## config.mk

```make
export PLATFORM = sky130hd
export DESIGN_NAME = mult_unit
export DESIGN_NICKNAME = d
export VERILOG_FILES = /design/src/rtl/mult_unit.sv
export SDC_FILE = /design/constraint.sdc
export NUM_CORES = 1
export LEC_CHECK = 0
export ABC_CLOCK_PERIOD_IN_PS = 14300
export CELL_PAD_IN_SITES_DETAIL_PLACEMENT = 2
export CELL_PAD_IN_SITES_GLOBAL_PLACEMENT = 2
export CORE_AREA = 8 8 178 180
export CTS_CLUSTER_SIZE = 16
export DETAILED_ROUTE_END_ITERATION = 10
export DIE_AREA = 0 0 186 188
export GPL_TIMING_DRIVEN = 0
export PLACE_DENSITY = 0.92
export SYNTH_ARGS = -nofsm -noshare
export SYNTH_HDL_FRONTEND = slang
export SYNTH_SLANG_ARGS = --single-unit
```

## constraint.sdc

```tcl
create_clock -name clk -period 14.3 [get_ports clk]
set_input_delay 3.575 -clock clk [delete_from_list [all_inputs] [get_ports clk]]
set_output_delay 3.575 -clock clk [all_outputs]
set_load 0.01 [all_outputs]
```

## src/rtl/mult_unit.sv

```systemverilog
// mult_unit: multi-cycle MULT/MULTU shift-add multiplier feeding HI/LO, one partial product per cycle.
// Optional MULT_EARLY_EXIT_EN: finish as soon as the remaining multiplier bits are zero.
module nadder #(
    parameter int N = 32
) (
    input  logic [N-1:0] a,
    input  logic [N-1:0] b,
    input  logic         cin,
    output logic [N-1:0] sum,
    output logic         cout
);
    logic [N:0] c;
    assign c[0] = cin;
    for (genvar i = 0; i < N; i++) begin : g_fa
        assign sum[i]   = a[i] ^ b[i] ^ c[i];
        assign c[i + 1] = (a[i] & b[i]) | (c[i] & (a[i] ^ b[i]));
    end
    assign cout = c[N];
endmodule

module mult_unit #(
    parameter int N = 32
) (
    input  logic         clk,
    input  logic         rst_n,
    input  logic         start,
    input  logic         is_signed,
    input  logic [N-1:0] a,
    input  logic [N-1:0] b,
    output logic         busy,
    output logic         done,
    output logic [N-1:0] hi,
    output logic [N-1:0] lo
);
    localparam int CW = $clog2(N);
    localparam int W2 = 2 * N;

    typedef enum logic [1:0] {IDLE, RUN, FINISH} state_t;

    state_t        state_q, state_d;
    logic [N-1:0]  mcand_q, mcand_d, hi_q, hi_d, lo_q, lo_d;
    logic [W2-1:0] acc_q, acc_d;
    logic [CW-1:0] cnt_q, cnt_d;
    logic          neg_q, neg_d, done_q, done_d;

    logic [N-1:0]  mag_a, mag_b, addend, sum;
    logic          cout, last;
    logic [W2:0]   stepped;
    logic [W2-1:0] prod, acc_next;

    assign mag_a  = (is_signed && a[N-1]) ? -a : a;
    assign mag_b  = (is_signed && b[N-1]) ? -b : b;
    assign addend = acc_q[0] ? mcand_q : '0;

    nadder #(.N(N)) u_add (
        .a   (acc_q[W2-1:N]),
        .b   (addend),
        .cin (1'b0),
        .sum (sum),
        .cout(cout)
    );

    // lower half holds the not-yet-consumed multiplier bits, LSB first
    assign stepped = {cout, sum, acc_q[N-1:0]};
    assign prod    = neg_q ? -acc_q : acc_q;

`ifdef MULT_EARLY_EXIT_EN
    localparam int CW1 = CW + 1;
    logic [N-1:0] rest;
    logic [CW:0]  rem;
    assign rest     = acc_q[N-1:0] & ({N{1'b1}} >> cnt_q) & {{(N-1){1'b1}}, 1'b0};
    assign rem      = CW1'(N) - {1'b0, cnt_q};
    assign last     = rest == '0;
    assign acc_next = W2'(stepped >> rem);
`else
    assign last     = cnt_q == CW'(N - 1);
    assign acc_next = W2'(stepped >> 1);
`endif

    always_comb begin
        state_d = state_q;
        mcand_d = mcand_q;
        acc_d   = acc_q;
        cnt_d   = cnt_q;
        neg_d   = neg_q;
        hi_d    = hi_q;
        lo_d    = lo_q;
        done_d  = 1'b0;
        case (state_q)
            IDLE: if (start) begin
                state_d = RUN;
                mcand_d = mag_a;
                acc_d   = {{N{1'b0}}, mag_b};
                cnt_d   = '0;
                neg_d   = is_signed && (a[N-1] ^ b[N-1]);
            end
            RUN: begin
                acc_d   = acc_next;
                cnt_d   = cnt_q + 1'b1;
                state_d = last ? FINISH : RUN;
            end
            FINISH: begin
                {hi_d, lo_d} = prod;
                done_d       = 1'b1;
                state_d      = IDLE;
            end
            default: state_d = IDLE;
        endcase
    end

    always_ff @(posedge clk or negedge rst_n) begin
        if (!rst_n) begin
            state_q <= IDLE;
            mcand_q <= '0;
            acc_q   <= '0;
            cnt_q   <= '0;
            neg_q   <= 1'b0;
            hi_q    <= '0;
            lo_q    <= '0;
            done_q  <= 1'b0;
        end else begin
            state_q <= state_d;
            mcand_q <= mcand_d;
            acc_q   <= acc_d;
            cnt_q   <= cnt_d;
            neg_q   <= neg_d;
            hi_q    <= hi_d;
            lo_q    <= lo_d;
            done_q  <= done_d;
        end
    end

    assign busy = state_q != IDLE;
    assign done = done_q;
    assign hi   = hi_q;
    assign lo   = lo_q;
endmodule

```

# [Word level (Yosys, flattened, before mapping)]
# Cells that the tools add are included.
[word_totals] wordCells=194 input_bits=68 mem_bits_rw=0 register_bits=169 rom_bits=0 latch_bits=0 out_inout_bits=66 mem_count=0
[op_classes] multipliers=0 muxes=12 reduce_logical=8 shift=0 eq_ne=4 n_bitwise=158 addsub=4 order_cmp=0 n_div=0
[ops] op="2-to-1 mux 64 bit" count=2
[ops] op="one-hot mux 64 bit (2 select lines)" count=1
[ops] op="2-to-1 mux 32 bit" count=3
[ops] op="negator 32 bit" count=2
[ops] op="negator 64 bit" count=1
[ops] op="bitwise XOR 1 bit" count=64
[ops] op="bitwise AND 1 bit" count=63
[ops] op="bitwise OR 1 bit" count=31
[ops] op="one-hot mux 5 bit (2 select lines)" count=1
[ops] op="adder 5 x 1 -> 5 bit, second input constant" count=1
[ops] op="equality test 5 bit, second input constant" count=1
[ops] op="2-to-1 mux 5 bit" count=1
[ops] op="2-to-1 mux 2 bit" count=2
[ops] op="one-hot mux 2 bit (2 select lines)" count=1
[ops] op="AND reduction 2 bit" count=2
[ops] op="nonzero test 2 bit" count=2
[ops] op="logical AND 1 bit" count=3
[ops] op="equality test 2 x 1 -> 1 bit, second input constant" count=1
[ops] op="equality test 2 bit, second input constant" count=1
[ops] op="logical NOT 2 bit" count=1
[ops] op="inequality test 2 bit, second input constant" count=1
[ops] op="2-to-1 mux 1 bit" count=1

# [Longest topological paths before layout]
[depth] depth_word=65 mapped_depth=38 ltp_nobuf=37

# [Hierarchy]
# Synthesis repeated with hierarchy kept, for this count alone.
[unflattened] hier_cells=1112 hier_area_um2=10067.2
[modules_own_cells] mod="mult_unit" seq_area_each_um2=4229.1 cells_per_inst=1070 instances=1 area_each_um2=9389.0
[modules_own_cells] mod="nadder" seq_area_each_um2=0.0 cells_per_inst=42 instances=1 area_each_um2=678.2

# [Least setup slack after synthesis]
# OpenSTA, ideal clock, no wires.
[synth_path] kind="reg2reg" startpoint="register acc_q[0]" endpoint="register acc_q[62]" setup_ps=134 synth_period_minus_slack_ps=12799 arrival_ps=12665 stages_incl_launch_ff=38 n_path_buf=2 slack_ps=1501 required_time_ps=14166 cell_sequence="dfrtp_1 > clkbuf_1 > clkbuf_1 > nand2_1 > fa_1 > fa_1 > fa_1 > fa_1 > fa_1 > fa_1 > fa_1 > fa_1 > fa_1 > fa_1 > fa_1 > fa_1 > fa_1 > fa_1 > [... 2 more ...] > fa_1 > fa_1 > fa_1 > fa_1 > fa_1 > fa_1 > fa_1 > fa_1 > fa_1 > fa_1 > fa_1 > fa_1 > fa_1 > inv_1 > fa_1 > inv_1 > fa_1 > o21ai_0"
[synth_between] elab_chain_cells=64 word_cells_on_any_way=125 cone_classes="mux (2); bitwise (123)"
[synth_lines] element="start, declared" line="42" rtl="logic [W2-1:0] acc_q, acc_d;"
[synth_lines] element="start signal, assigned" line="115" rtl="acc_q <= '0;"
[synth_lines] element="start signal, assigned" line="124" rtl="acc_q <= acc_d;"
[synth_lines] element="2-to-1 mux 32 bit (*)" line="53" rtl="assign addend = acc_q[0] ? mcand_q : '0;"
[synth_lines] element="bitwise AND 1 bit or bitwise XOR 1 bit (tied branches)" line="16" rtl="assign c[i + 1] = (a[i] & b[i]) | (c[i] & (a[i] ^ b[i]));"
[synth_lines] element="bitwise AND 1 bit" line="16"
[synth_lines] element="bitwise OR 1 bit" line="16"
[synth_lines] element="bitwise AND 1 bit" line="16"
[synth_lines] element="bitwise OR 1 bit" line="16"
[synth_lines] element="bitwise AND 1 bit" line="16"
[synth_lines] element="bitwise OR 1 bit" line="16"
[synth_lines] element="[... 48 more ...]"
[synth_lines] element="bitwise AND 1 bit" line="16"
[synth_lines] element="bitwise OR 1 bit" line="16"
[synth_lines] element="bitwise AND 1 bit" line="16"
[synth_lines] element="bitwise OR 1 bit" line="16"
[synth_lines] element="bitwise AND 1 bit" line="16"
[synth_lines] element="bitwise OR 1 bit" line="16"
[synth_lines] element="bitwise XOR 1 bit (*)" line="15" rtl="assign sum[i] = a[i] ^ b[i] ^ c[i];"
[synth_lines] element="one-hot mux 64 bit (2 select lines) (*)" line="89" rtl="case (state_q)"
# Every way passes the cells marked *; elsewhere a longest branch is shown, timed or not.
# A chain may end at the register's enable or synchronous reset.

# [Worst setup path in the final report]
# Ends and elaborated chain as after synthesis.

==> metrics.md <==
| Metric | Value |
|---|---|
| Synth Warn # | 0 |
| Placed Area | 11700 sq um |
| Syn Area/Cell | 9.20 sq um |
| Total track usage | approximately a quarter |
| Cell mode on critical path | fa_1 |
| Mapped Cells | about 1100 |
| Vias in the first global route | between 10000 and 15000 |
| # rows | 63 |
| Area fraction of the dominant cell type after synthesis | between 40% and 50% |
| Fmax | 71.4 MHz |
| Static leakage | approximately 4.8 nW |
| Worst path arrival time | ~14 ns |
| Slowest cell on crit path | fa_1 |
| Number of synthesized register bits | 169 |
| Seq/Total Area, Yosys | ~43% |
| Initial core utilization | roughly a third |
| Peak VDD IR | approximately 0.1 mV |
| Clock Tree Buf Depth | 2 |
| Clk Latency, worst-skew pair | approximately 0.45 ns |
| DIE AREA | about 35000 sq um |
| Largest net degree at the start of global routing | 92 |
| Most frequent cell after synthesis | dfrtp_1 |
| P_int | approximately 0.0013 W |
| Dominant synthesized flop cell | dfrtp_1 |
| Net Sw Power | between 0.001 and 0.0015 W |
| Comb pwr share | around 45% |
| PwrDens | between 150 and 200 nW/um^2 |
| Post-DP HPWL | 30300 um |
| Synth Area in Compound Gates | 18.5% |
| Biggest area consumer among synthesized cells | dfrtp_1 |
| Post-synthesis simple-gate area fraction | roughly 17% |
| Drt wl/cell | roughly 27 um |
| Ys async rst share | between 90% and 100% |
| Initial antenna violation count | 0 |
| Nets | 1332 |
| Critical path capture point type | register |
| Layout overhead on the synthesized area | 24.4% |
| Core area | approximately 29000 sq um |
| Vias/cell | 5.79 |
| Max incr delay on CP | ~0.52 ns |
| Hold-fix buffer count after cts | 0 |
| Post-DRT Antenna Nets | 0 |
| Worst setup SP type | register |
| Worst-margin pin slew | between 0.9 and 1 ns |
| CP Class | register to register |
| Adder-cell share of the synthesized area | ~7.0% |
| H-tree levels | 4 |
| Clock Skew | about 0.018 ns |
| Total number of vias | 9410 |
| Syn nets | roughly 1200 |
| Die height | 188 um |
| Final hold vios | 0 |
| Flop-to-flop setup slack | between 0.2 and 0.3 ns |
| Io pins | 134 |
| Clk sinks | approximately 170 |
| Drt first-iter violations | 749 |
| Post-Synth XOR/XNOR Area | roughly 10% |
| Tightest Hold Check Type | register to register |
| First-pass GRT wire length | about 70000 um |
| Final setup viols | 0 |
| Final worst path period need | ~14 ns |
| Slew Viols, Final | 0 |
| CTS tree | built |
| Largest family of logic cells by synthesized area | compound AO/OA/AOI/OAI gates |
| Multiplexer area fraction after synthesis | less than 1% |
| Drc violations | 0 |
| Req. time, crit path | 14.61 ns |
| Max-slew headroom | approximately 37% |
| Sw frac | a little under half |
| Initial DRT Pass Iterations | 7 |
| Chip Width | 186 um |
| Crit share post-route | 98.0% |
| Clock slew at reported path FFs | around 0.080 ns |
| Port-buffer cells | 133 |
| Clk root buf | clkbuf_16 |
| Synth cell count leaders | dfrtp_1, nand2_1, o21ai_0 |
| Post-Route WL | 43300 um |
| Max_cap viols | 0 |
| Total CTS buffers | 17 |
| Antenna cell count | 0 |
| Synth unique cells | 55 |
| Number of flops mapped to enable cells by yosys | 0 |
| Share of layout cells above drive strength 1 | under 10% |
| Area contributors post-synth | dfrtp_1, o21ai_0, fa_1 |
| Setup Total Neg Slack | 0 ns |
| Final instance area | around 12000 sq um |
| Reg power frac | a little over a third |
| Outcome | complete, no violations |
| Min Hold Slack | around 0.48 ns |
| Netlist Area Pre-Place | 9890 sq um |
| Clock power share | between 10% and 20% |
| RSZ-0062 raised after global routing | false |
| GR Overflow Total | 0 |
| Routability-driven placement congestion ratio | ~0.89 |
| Crit path max fanout | 10 |
-- power groups by stage --
stage / combinational (W) / sequential, W / clock (W)
floorplan: 0.000637 / 0.000740 / 0
global placement: 0.000874 / 0.000787 / 0
detailed placement: 0.000969 / 0.000814 / 0
CTS: 0.00104 / 0.000823 / 0.000468
global route: 0.00114 / 0.000844 / 0.000486
finish: 0.00106 / 0.000834 / 0.000467
-- critical path: cells and delay by family (launching register included) --
kind	cells	cell delay, ns
compound gates	1	0.10
fa+ha+maj	31	12.74
buf+inv	3	0.41
flops	1	0.48
simple gates	1	0.12
-- final timing paths --
kind	start	endpoint	cells after the start
max in group asynchronous	rst_n	hi[12]	2
worst min-delay path	mcand_q[0]	mcand_q[0]	2
min in group asynchronous	rst_n	acc_q[9]	1
worst max-delay path	acc_q[0]	acc_q[62]	36
worst max register to register	acc_q[0]	acc_q[62]	36
worst min register to register	mcand_q[0]	mcand_q[0]	2
-- layer usage --
layer	GRT usage, %	vias to the layer above	part of all wire (%)
li1	-	4061	-
met1	31.3	4886	40
met2	43.8	364	51
met3	4.88	99	5.6
met4	9.25	0	3.2
met5	0	-	0
-- flip-flops by register name, indices dropped and copies added (netlist names) --
register	flops
mcand_q	32
hi	32
acc_q	64
neg_q	1
state_q	2
done	1
lo	32
cnt_q	5
-- per-stage QoR --
step / setup WS, ns / power (W) / util, % / std cells
after floorplan: 1.50 / 0.00138 / - / 1075
after global routing: 0.0422 / 0.00247 / 42.4 / 1626
after detailed placement: 0.398 / 0.00178 / 40.5 / 1599
final: 0.287 / 0.00236 / 42.4 / 1626
after CTS: 0.171 / 0.00233 / 42.4 / 1626
after global placement: 0.798 / 0.00166 / 40.4 / 1598
-- area by class of cell --
type	instances	area [sq um]
Tap cell	390	488
Clock buffer	20	457
Timing Repair Buffer	134	1360
Inverter	50	188
Clock inverter	8	100
Multi-Input combinational cell	792	5230
Buffer	63	250
Sequential cell	169	4230
Fill cell	3179	16700
-- cells in the final DEF, fill, tap and decap left out, types with 9 or more instances in the layout --
cell	instances
nand2_1	164
o31ai_1	27
fa_1	31
or4_1	9
clkdlybuf4s50_1	132
nand3_1	19
nor3_1	26
or3_1	12
nor4_1	18
and2_1	10
o21ai_1	13
inv_1	50
dfrtp_1	168
clkbuf_16	17
a21oi_1	35
clkbuf_1	56
o22ai_1	38
nor2_1	36
xnor2_1	63
a22oi_1	24
o21ai_0	138
xor2_1	54
-- kinds of logic after synthesis --
| kind of cell | after synthesis |
|---|---|
| AND/OR/NAND/NOR | 333 |
| AO/OA/AOI/OAI | 303 |
| flip-flops | 169 |
| XOR/XNOR | 117 |
| buffers and inverters | 114 |
| adder cells (fa/ha/maj) | 37 |
| multiplexers | 2 |
-- repair_timing --
action,4_1_cts,5_1_grt
setup buffers,0,0
setup endpoints to repair,2,2
resized for setup,1,4
gates cloned,0,0
endpoints found under the hold margin,0,0
Power figures use the tool's default switching activity.
